[src/rtl/binary_decoder_hold_pkg.sv]
// Shared definitions for the binary codec blocks: state encoding and code/one-hot widths.
package binary_decoder_hold_pkg;

    localparam int CODE_W   = 3;
    localparam int ONEHOT_W = 8;

    typedef enum logic [1:0] {
        ST_IDLE = 2'd0,
        ST_HOLD = 2'd1,
        ST_GAP  = 2'd2
    } state_t;

endpackage

[src/rtl/binary_decoder_hold_decoder.sv]
// Combinational 3-to-8 decoder with enable; output is all-zero when disabled.
module decoder_3to8
    import binary_decoder_hold_pkg::*;
(
    input  logic                en,
    input  logic [CODE_W-1:0]   code,
    output logic [ONEHOT_W-1:0] onehot
);

    always_comb begin
        onehot = '0;
        if (en) begin
            onehot[code] = 1'b1;
        end
    end

endmodule

[src/rtl/binary_decoder_hold.sv]
// Registered 3-to-8 decoder that holds each accepted code one-hot for HOLD_CYCLES,
// then drives GAP_CYCLES of all-zero before returning to idle.
module binary_decoder_hold
    import binary_decoder_hold_pkg::*;
#(
    parameter int HOLD_CYCLES = 4,
    parameter int GAP_CYCLES  = 1,
    parameter int CNT_W       = 8
) (
    input  logic                clk,
    input  logic                rst_n,
    input  logic                EN,
    input  logic [CODE_W-1:0]   Code,
    input  logic                Valid,
    output logic                Ready,
    output logic [ONEHOT_W-1:0] Out,
    output logic                Active,
    output logic                Last,
    output state_t              dbg_state
);

    localparam logic [CNT_W-1:0] HOLD_LOAD = CNT_W'(HOLD_CYCLES - 1);
    localparam logic [CNT_W-1:0] GAP_LOAD  = CNT_W'((GAP_CYCLES > 0) ? GAP_CYCLES - 1 : 0);

    // Handshake: a code is taken at a rising edge where Ready, EN and Valid are all high;
    // Valid in any other cycle is dropped without effect.
    state_t              state, state_nxt;
    logic [CNT_W-1:0]    cnt, cnt_nxt;
    logic [CODE_W-1:0]   code_q, code_nxt;
    logic [ONEHOT_W-1:0] dec_onehot;
    logic                accept;

    assign accept    = Ready && EN && Valid;
    assign dbg_state = state;

    always_comb begin
        state_nxt = state;
        cnt_nxt   = cnt;
        code_nxt  = code_q;
        case (state)
            ST_IDLE: begin
                if (accept) begin
                    state_nxt = ST_HOLD;
                    cnt_nxt   = HOLD_LOAD;
                    code_nxt  = Code;
                end
            end
            ST_HOLD: begin
                // EN low takes priority over counter expiry.
                if (!EN) begin
                    state_nxt = ST_IDLE;
                    cnt_nxt   = '0;
                end else if (cnt == '0) begin
                    if (GAP_CYCLES > 0) begin
                        state_nxt = ST_GAP;
                        cnt_nxt   = GAP_LOAD;
                    end else begin
                        state_nxt = ST_IDLE;
                        cnt_nxt   = '0;
                    end
                end else begin
                    cnt_nxt = cnt - CNT_W'(1);
                end
            end
            ST_GAP: begin
                if (!EN || cnt == '0) begin
                    state_nxt = ST_IDLE;
                    cnt_nxt   = '0;
                end else begin
                    cnt_nxt = cnt - CNT_W'(1);
                end
            end
            default: begin
                state_nxt = ST_IDLE;
                cnt_nxt   = '0;
            end
        endcase
    end

    // Decode the code that will be held next cycle so Out appears right after the accept edge.
    decoder_3to8 u_dec (
        .en     (state_nxt == ST_HOLD),
        .code   (code_nxt),
        .onehot (dec_onehot)
    );

    always_ff @(posedge clk) begin
        if (!rst_n) begin
            state  <= ST_IDLE;
            cnt    <= '0;
            code_q <= '0;
            Ready  <= 1'b0;
            Out    <= '0;
            Active <= 1'b0;
            Last   <= 1'b0;
        end else begin
            state  <= state_nxt;
            cnt    <= cnt_nxt;
            code_q <= code_nxt;
            Ready  <= (state_nxt == ST_IDLE);
            Out    <= dec_onehot;
            Active <= (state_nxt == ST_HOLD);
            Last   <= (state_nxt == ST_HOLD) && (cnt_nxt == '0);
        end
    end

endmodule

[config.mk]
export PLATFORM = sky130hd
export DESIGN_NAME = binary_decoder_hold
export DESIGN_NICKNAME = d
export VERILOG_FILES = /design/src/rtl/binary_decoder_hold_pkg.sv /design/src/rtl/binary_decoder_hold_decoder.sv /design/src/rtl/binary_decoder_hold.sv
export SDC_FILE = /design/constraint.sdc
export NUM_CORES = 1
export LEC_CHECK = 0
export CAP_MARGIN = 15
export CORE_ASPECT_RATIO = 0.6
export CORE_UTILIZATION = 40
export CTS_BUF_LIST = sky130_fd_sc_hd__clkbuf_4
export CTS_CLUSTER_DIAMETER = 60
export DETAILED_ROUTE_END_ITERATION = 8
export PLACE_DENSITY = 0.68
export SYNTH_ARGS = -nofsm -noshare
export SYNTH_HDL_FRONTEND = slang
export SYNTH_HIERARCHICAL = 1
export SYNTH_SLANG_ARGS = --single-unit
[constraint.sdc]
create_clock -name clk -period 3.4 [get_ports clk]
set_input_delay 1.02 -clock clk [delete_from_list [all_inputs] [get_ports clk]]
set_output_delay 1.02 -clock clk [all_outputs]
set_load 0.05 [all_outputs]
After elaboration in Yosys (flattened, before gate mapping):

Cells that the tools add are included.

* bits in registers: 24
* output and inout bits: 13
* input port bits: 7
* logic and storage cells: 38

* reductions and logical operators: 11
* mux-type cells: 14
* $add $sub $neg: 1
* eq/ne operators: 3
* $lt $le $gt $ge: 2

Operators with widths (number)
* 8-bit two-way mux: 4
* 8-bit case mux with 3 select lines: 1
* 8-bit zero test: 2
* 2-bit two-way mux: 4
* 8-bit by 1-bit subtractor with 8-bit output, second input constant: 1
* 3-bit two-way mux: 2
* 2-bit case mux with 3 select lines: 1
* 2-bit by 1-bit equality test with 1-bit output, second input constant: 2
* 1-bit logical AND: 4
* 2-bit zero test: 2
* 3-bit by 4-bit < comparator with 1-bit output, second input constant: 1
* 1-bit demux with 3-bit select: 1
* 3-bit by 1-bit greater-or-equal comparator with 1-bit output, second input constant: 1
* 2-bit equality test, second input constant: 1
* 2-bit AND reduction: 1
* 1-bit zero test: 1
* 1-bit logical OR: 1
* 1-bit two-way mux: 1

Logic depth before layout (Yosys ltp):

Gate-level depths: netlist of run 1.

* depth in word-level cells: 8
* depth in mapped cells: 8
* mapped depth without buffers: 8

Hierarchy:

Netlist of run 1, hierarchy kept.

By module, submodules not included
* binary_decoder_hold: cells each 131, seq. area each 480.5 um^2, times used 1, area an instance 1146.1 um^2
* decoder_3to8: cells each 8, seq. area each 0.0 um^2, times used 1, area an instance 96.3 um^2

Worst setup path after synthesis of run 1:

OpenSTA, ideal clock, no wires.

* path kind: input to register
* from: input Valid
* to: register Out[5]
* slack: 1.206 ns
* library setup time: 0.115 ns
* stages: 5
* data arrival time: 2.079 ns
* cells stage by stage: and3_1 -> nand2_1 -> mux2_2 -> and4b_2 -> and2_1

* cells in the longest elaborated chain, start to end: 7
* elaborated cells on any way between the ends: 12
* those cells by class: 2 x order compare; 1 x eq/ne; 6 x mux; 3 x reduce/logical

Ends and longest elaborated chain
* start: declaration: RTL line binary_decoder_hold.sv:14 `input logic Valid,`
* 1-bit logical AND (*): RTL line binary_decoder_hold.sv:33 `assign accept = Ready && EN && Valid;`
* 3-bit two-way mux (*): RTL line binary_decoder_hold.sv:42 `if (accept) begin`
* 3-bit two-way mux (*): RTL line binary_decoder_hold.sv:40 `case (state)`
* named net code_nxt[2]: RTL line binary_decoder_hold.sv:29 `logic [CODE_W-1:0] code_q, code_nxt;`
* 3-bit by 4-bit < comparator with 1-bit output (implied by the code) / 3-bit by 1-bit greater-or-equal comparator with 1-bit output (equally long branches): RTL line binary_decoder_hold_decoder.sv:13 `onehot[code] = 1'b1;`
* 1-bit logical AND (implied by the code): RTL line binary_decoder_hold_decoder.sv:13
* 1-bit two-way mux (implied by the code): RTL line binary_decoder_hold_decoder.sv:13
* 1-bit demux with 3-bit select (*)
* end signal: assignment: RTL line binary_decoder_hold.sv:101 `Out <= dec_onehot;`
* end: declaration: RTL line binary_decoder_hold.sv:16 `output logic [ONEHOT_W-1:0] Out,`

The timed path passes the listed nets; every way through them passes the cells marked *.
A chain may end at the register's enable or synchronous reset.

Worst setup path after layout of run 1:

* from: register state[1], in the netlist dbg_state[1]
* to: output dbg_state[1]

RTL lines
* start: declaration: RTL line binary_decoder_hold.sv:27 `state_t state, state_nxt;`
* start signal: assignment: RTL line binary_decoder_hold.sv:97 `state <= state_nxt;`
* end: declaration: RTL line binary_decoder_hold.sv:19 `output state_t dbg_state`

No word-level cell between the ends.

==> results.md, run 1 <==
* Outcome: finished clean
* # hold bufs at CTS at 0
* Crit Path Category: flop to output port
* Hpwl dp at between 2000 and 2500 microns
* Post-synth EDFFs at 0
* Crit start category: flop
* CTS tree: built
* Worst path cell trace: clkdlybuf4s50_1
* First-pass GRT wire length at 4650 microns
* Fin. Hold Viols at 0
* Critical Path Fanout Max at 20
* Non-filler cells, final at between 150 and 200
* Dominant synthesized flop cell: dfxtp_1
* Initial antenna violation count at 0
* TritonCTS buffer count at 3
* Worst hold path type: flop to flop
* Total Wirelength at approximately 3000 microns
* CORE AREA at roughly 0.0029 sq mm
* Initial DRC Count at 70
* Height of the die at 45.17 microns
* Port Buffers at 19
* Leading cell type in the layout, fill and taps excluded: dfxtp_1
* Most frequent cells in the layout: dfxtp_1, clkdlybuf4s50_1, nor2_1
* Clk_skew at roughly 0.0084 ns
* Vias/cell at between 5 and 6
* Synth unique cells at 46
* Congestion Overflow GR at 0
* Pwr/cell area at between 300 and 400 mW/mm^2
* Share of layout cells above drive strength 1 at 0.1465
* Sequential-to-total area share from yosys stat at 0.3867
* Post-Syn Area at around 0.0012 sq mm
* DR vias at ~1100
* Required @ worst endpoint at between 2 and 2.5 ns
* Cell Rows at 15
* Final Slew Violations at 0
* LEAKAGE at about 0.6 nW
* Syn Nets at roughly 150
* DR WL/cell at 14.96 microns
* Cell family contributing the most delay on the critical path: buffers and inverters
* Initial Utilization at 0.4271
* Max clock buf depth at 2
* Syn Area/Cell at about 8.9 sq um
* Residual DRC at 0
* Routability Congestion at between 0.8 and 0.9
* Area grow syn2layout at 19.94%
* Final hold slack at about 0.57 ns
* Root Driver: clkbuf_4
* Number of clock sinks at 24
* Post-layout instance area at between 0.001 and 0.0015 sq mm
* Total Neg Setup Slack at 0 ns
* Final nets at approximately 170
* Largest net degree at the start of global routing at 21
* Placed instance area at 0.001468 sq mm
* Synth Register Bits at 24
* Final setup fails at 0
* VDD IR max at roughly 0.00017 V
* Drt pass-1 iters at 4
* Syn. warnings at 6
* Post-synthesis async set-or-reset flop share at 0
* Antenna viol nets, final at 0
* Gate Count Post-Synth at 139
* CP endpoint kind: output port
* CP max stage delay at just over 0.9 ns
* Slowest CP cell: clkdlybuf4s50_1
* Resized Gates After CTS at 0
* Clk slew on worst S/H paths at ~0.14 ns
* Count of buffer and inverter cells on the critical path at 1
* Worst rel slew slack at 0.5421
* Tot Pwr at roughly 0.52 mW
* H-tree depth at 1
* Fmax at around 330 MHz
* Period minus WS final at about 3.0 ns
* Final antenna diode count at 0
* RSZ-0062 raised after global routing: false
* Number of setup buffers added after CTS at 0
* WP data arrival at around 2.0 ns
* Total GRT Usage at 0.1917
* Worst skew pair latency at around 0.32 ns
* Fin crit share at 0.8817
* Number of max-cap violations at 0
* Worst slew pin tran at 0.6854 ns
* Num ports at 20
* Placed cells at ~200
* Die area at between 0.003 and 0.004 sq mm
* Die X-Extent at around 74 microns
* Vias in the first global route at slightly above 900
==> Yosys cell counts, drive strengths merged, types with 3 or more instances <==
master,number,share of area
a211oi,3,0.018
a21oi,9,0.039
and2,12,0.060
and3,3,0.015
and4,3,0.022
and4b,3,0.027
and4bb,3,0.030
clkbuf,3,0.012
dfxtp,24,0.39
inv,5,0.015
mux2,3,0.027
nand2,6,0.018
nand3,4,0.016
nor2,13,0.039
nor3,3,0.012
nor4,3,0.027
o21ai,8,0.032
or2,3,0.015
or4,3,0.020
==> metal layers <==
layer	vias up	track usage	wire length, microns
li1	546	-	-
met1	520	0.2970	1531
met2	43	0.2527	1168
met3	2	0.05580	262
met4	0	0.04615	16
met5	-	0	0
==> sequential cells by signal, indices dropped and copies added (netlist names) <==
signal     count
Active         1
Last           1
Out            8
Ready          1
cnt            8
code_q         3
dbg_state      2
==> cell families (layout without fill, tap and decap cells) <==
family	after synthesis	in the layout	synth area share
AO/OA/AOI/OAI	32	32	0.1672
buffers and inverters	11	29	0.03827
flip-flops	24	24	0.3867
adder cells (fa/ha/maj)	2	2	0.02014
AND/OR/NAND/NOR	65	65	0.3464
multiplexers	3	3	0.02719
XOR/XNOR	2	2	0.01410
==> power by group <==
group          leakage (nW)  switching [mW]  internal (mW)
Sequential            0.194         0.00739          0.288
Clock                0.0138          0.0889         0.0416
Combinational         0.382          0.0567         0.0372
==> worst paths after layout <==
kind / start / endpoint / slack [ns] / cells past startpoint
worst max-delay path: dbg_state[1]$_SDFF_PN0_ / dbg_state[1] / 0.40 / 1
worst min-delay path: cnt[3]$_SDFF_PN0_ / cnt[3]$_SDFF_PN0_ / 0.57 / 2
worst max register to register: cnt[0]$_SDFF_PN0_ / Out[4]$_SDFF_PN0_ / 0.82 / 8
worst min register to register: cnt[3]$_SDFF_PN0_ / cnt[3]$_SDFF_PN0_ / 0.57 / 2
==> stage by stage <==
stage,utilization,setup WS (ns)
final,0.5123,0.4022
after CTS,0.5123,0.4212
after floorplan,-,1.206
after detailed placement,0.5045,0.2756
after global placement,0.5045,0.3974
after global routing,0.5123,0.3237
==> area by class of cell <==
type | instances | area (sq um)
sequential | 24 | 480.5
multi-input combinational | 104 | 714.4
tap | 42 | 52.55
fill | 291 | 1419
timing repair buffer | 20 | 197.7
inverter | 6 | 22.52
clock buffer | 3 | 22.52
==> worst reg2reg max path, stage by stage (launching register included) <==
cell and delay [ns]:
dfxtp_1 0.37, inv_1 0.11, ha_1 0.21, nor3b_1 0.59
a21oi_1 0.30, a21oi_1 0.29, nor2_1 0.17, and4bb_2 0.30
and2_1 0.15
(Power assumes the default switching activity.)
==> inputs of run 2 (changes only) <==
--- a/config.mk
+++ b/config.mk
@@ -7,6 +7,7 @@
 export LEC_CHECK = 0
 export CAP_MARGIN = 15
 export CORE_ASPECT_RATIO = 0.6
+export CORE_MARGIN = 2
 export CORE_UTILIZATION = 40
 export CTS_BUF_LIST = sky130_fd_sc_hd__clkbuf_4
 export CTS_CLUSTER_DIAMETER = 60
==> run 2 against run 1 <==
Critical endpoint unchanged. Highest routed layer unchanged. Register-to-register slack about the same. First-iteration DRC count rose by 34%. Fmax up 0.14%.
==> results.md, run 2 (synthesis gave the netlist of run 1 again) <==
* Slowest CP cell: clkdlybuf4s50_1
* Pre-CTS setup slack at 0.2672 ns (-0.008388 ns)
* VDD IR max at 0.0001823 V (+6.9%)
* Cell family contributing the most delay on the critical path: buffers and inverters
* Placed instance area at 0.001468 sq mm (unchanged)
* Number of clock sinks at 24 (unchanged)
* CP max stage delay at 0.92 ns (about the same)
* H-tree depth at 1 (unchanged)
* Die X-Extent at 75.95 microns (+2.7%)
* Drt pass-1 iters at 4 (unchanged)
* Fin crit share at 0.8805 (-0.001193)
* Hpwl dp at 2119 microns (-0.29%)
* Number of max-cap violations at 0 (unchanged)
* LEAKAGE at 0.5916 nW (+0.27%)
* Initial antenna violation count at 0 (unchanged)
* Resized Gates After CTS at 0 (unchanged)
* Leading cell type in the layout, fill and taps excluded: dfxtp_1
* TritonCTS buffer count at 3 (unchanged)
* Worst skew pair latency at 0.32 ns (about the same)
* Post-layout instance area at 0.001494 sq mm (+0.25%)
* Required @ worst endpoint at 2.38 ns (about the same)
* CORE AREA at 0.002909 sq mm (unchanged)
* Die area at 0.003583 sq mm (+7.3%)
* Cell Rows at 15 (unchanged)
* Vias in the first global route at 973 (+5.9%)
* DR vias at 1122 (+0.99%)
* Worst slew pin tran at 0.7059 ns (+0.02045 ns)
* CTS tree: built
* Initial Utilization at 0.4271 (unchanged)
* Worst path cell trace: clkdlybuf4s50_1
* Total Neg Setup Slack at 0 ns (unchanged)
* Largest regs: Out (8), cnt (8), code_q (3)
* Largest net degree at the start of global routing at 21 (unchanged)
* Outcome: finished clean
* Final Slew Violations at 0 (unchanged)
* Crit start category: flop
* Critical Path Fanout Max at 20 (unchanged)
* Final antenna diode count at 0 (unchanged)
* Total GRT Usage at 0.1675 (-0.02426)
* Final setup fails at 0 (unchanged)
* Setup ws final at 0.4062 ns (+0.004055 ns)
* Initial DRC Count at 94 (+34%)
* Share of layout cells above drive strength 1 at 0.1456 (-0.0009272)
* First-pass GRT wire length at 4643 microns (-0.15%)
* # hold bufs at CTS at 0 (unchanged)
* WP data arrival at 1.97 ns (about the same)
* Non-filler cells, final at 200 (+0.50%)
* Max clock buf depth at 2 (unchanged)
* Period minus WS final at 2.994 ns (-0.004055 ns)
* DR WL/cell at 14.48 microns (-3.3%)
* Fmax at 334.0 MHz (+0.14%)
* Routability Congestion at 0.8764 (+2.4%)
* CP endpoint kind: output port
* Congestion Overflow GR at 0 (unchanged)
* Number of setup buffers added after CTS at 0 (unchanged)
* Final hold slack at 0.5586 ns (-0.008119 ns)
* Worst hold path type: flop to flop
* Clk_skew at 0.002257 ns (-0.006144 ns)
* Residual DRC at 0 (unchanged)
* Area grow syn2layout at 20.24%
* RSZ-0062 raised after global routing: false
* Tot Pwr at 0.5192 mW (-0.13%)
* Fin. Hold Viols at 0 (unchanged)
* Vias/cell at 5.610 (+0.49%)
* Num ports at 20 (unchanged)
* Total Wirelength at 2895 microns (-2.8%)
* Final nets at 168 (unchanged)
* Root Driver: clkbuf_4
* Height of the die at 47.17 microns (+4.4%)
* Count of buffer and inverter cells on the critical path at 1 (unchanged)
* Clk slew on worst S/H paths at 0.13 ns (about the same)
* Crit Path Category: flop to output port
* Most frequent cells in the layout: dfxtp_1, clkdlybuf4s50_1, nor2_1
* Pwr/cell area at 347.5 mW/mm^2 (-0.38%)
* Worst rel slew slack at 0.5284 (-0.01367)
* Util after Layout at 0.5135 (+0.001290)
* Placed cells at 196 (unchanged)
* Port Buffers at 19 (unchanged)
* Antenna viol nets, final at 0 (unchanged)
[run 2: changes by cell type in the layout (fill, tap and decap cells not counted), sizes merged]
cell,before,now
clkinv,1,2
[run 2: report_power, final]
group	switching, mW	total [mW]	internal (mW)
sequential	0.00751	0.295	0.288
combinational	0.0556	0.0928	0.0372
clock	0.0878	0.131	0.0430
[run 2: path summary, 6_finish.rpt]
path / from / to / slack, ns / cells past startpoint
setup / recovery: dbg_state[1]$_SDFF_PN0_ / dbg_state[1] / 0.41 / 1
setup reg to reg: cnt[0]$_SDFF_PN0_ / Out[1]$_SDFF_PN0_ / 0.83 / 8
hold / removal: cnt[3]$_SDFF_PN0_ / cnt[3]$_SDFF_PN0_ / 0.56 / 2
hold reg to reg: cnt[3]$_SDFF_PN0_ / cnt[3]$_SDFF_PN0_ / 0.56 / 2
[run 2: final cells by class]
type / instances / area [sq um]
tap: 42 / 52.55
clock buffer: 3 / 22.52
sequential: 24 / 480.5
fill: 287 / 1415
multi-input combinational: 104 / 714.4
inverter: 6 / 22.52
clock inverter: 1 / 3.754
timing repair buffer: 20 / 197.7
[run 2: layer usage]
layer	track usage	part of all wire	wire [microns]
met1	0.2338	0.51	1463
met2	0.2679	0.40	1159
met5	0	0	0
met3	0.04423	0.092	267
met4	0.03636	0.0017	5
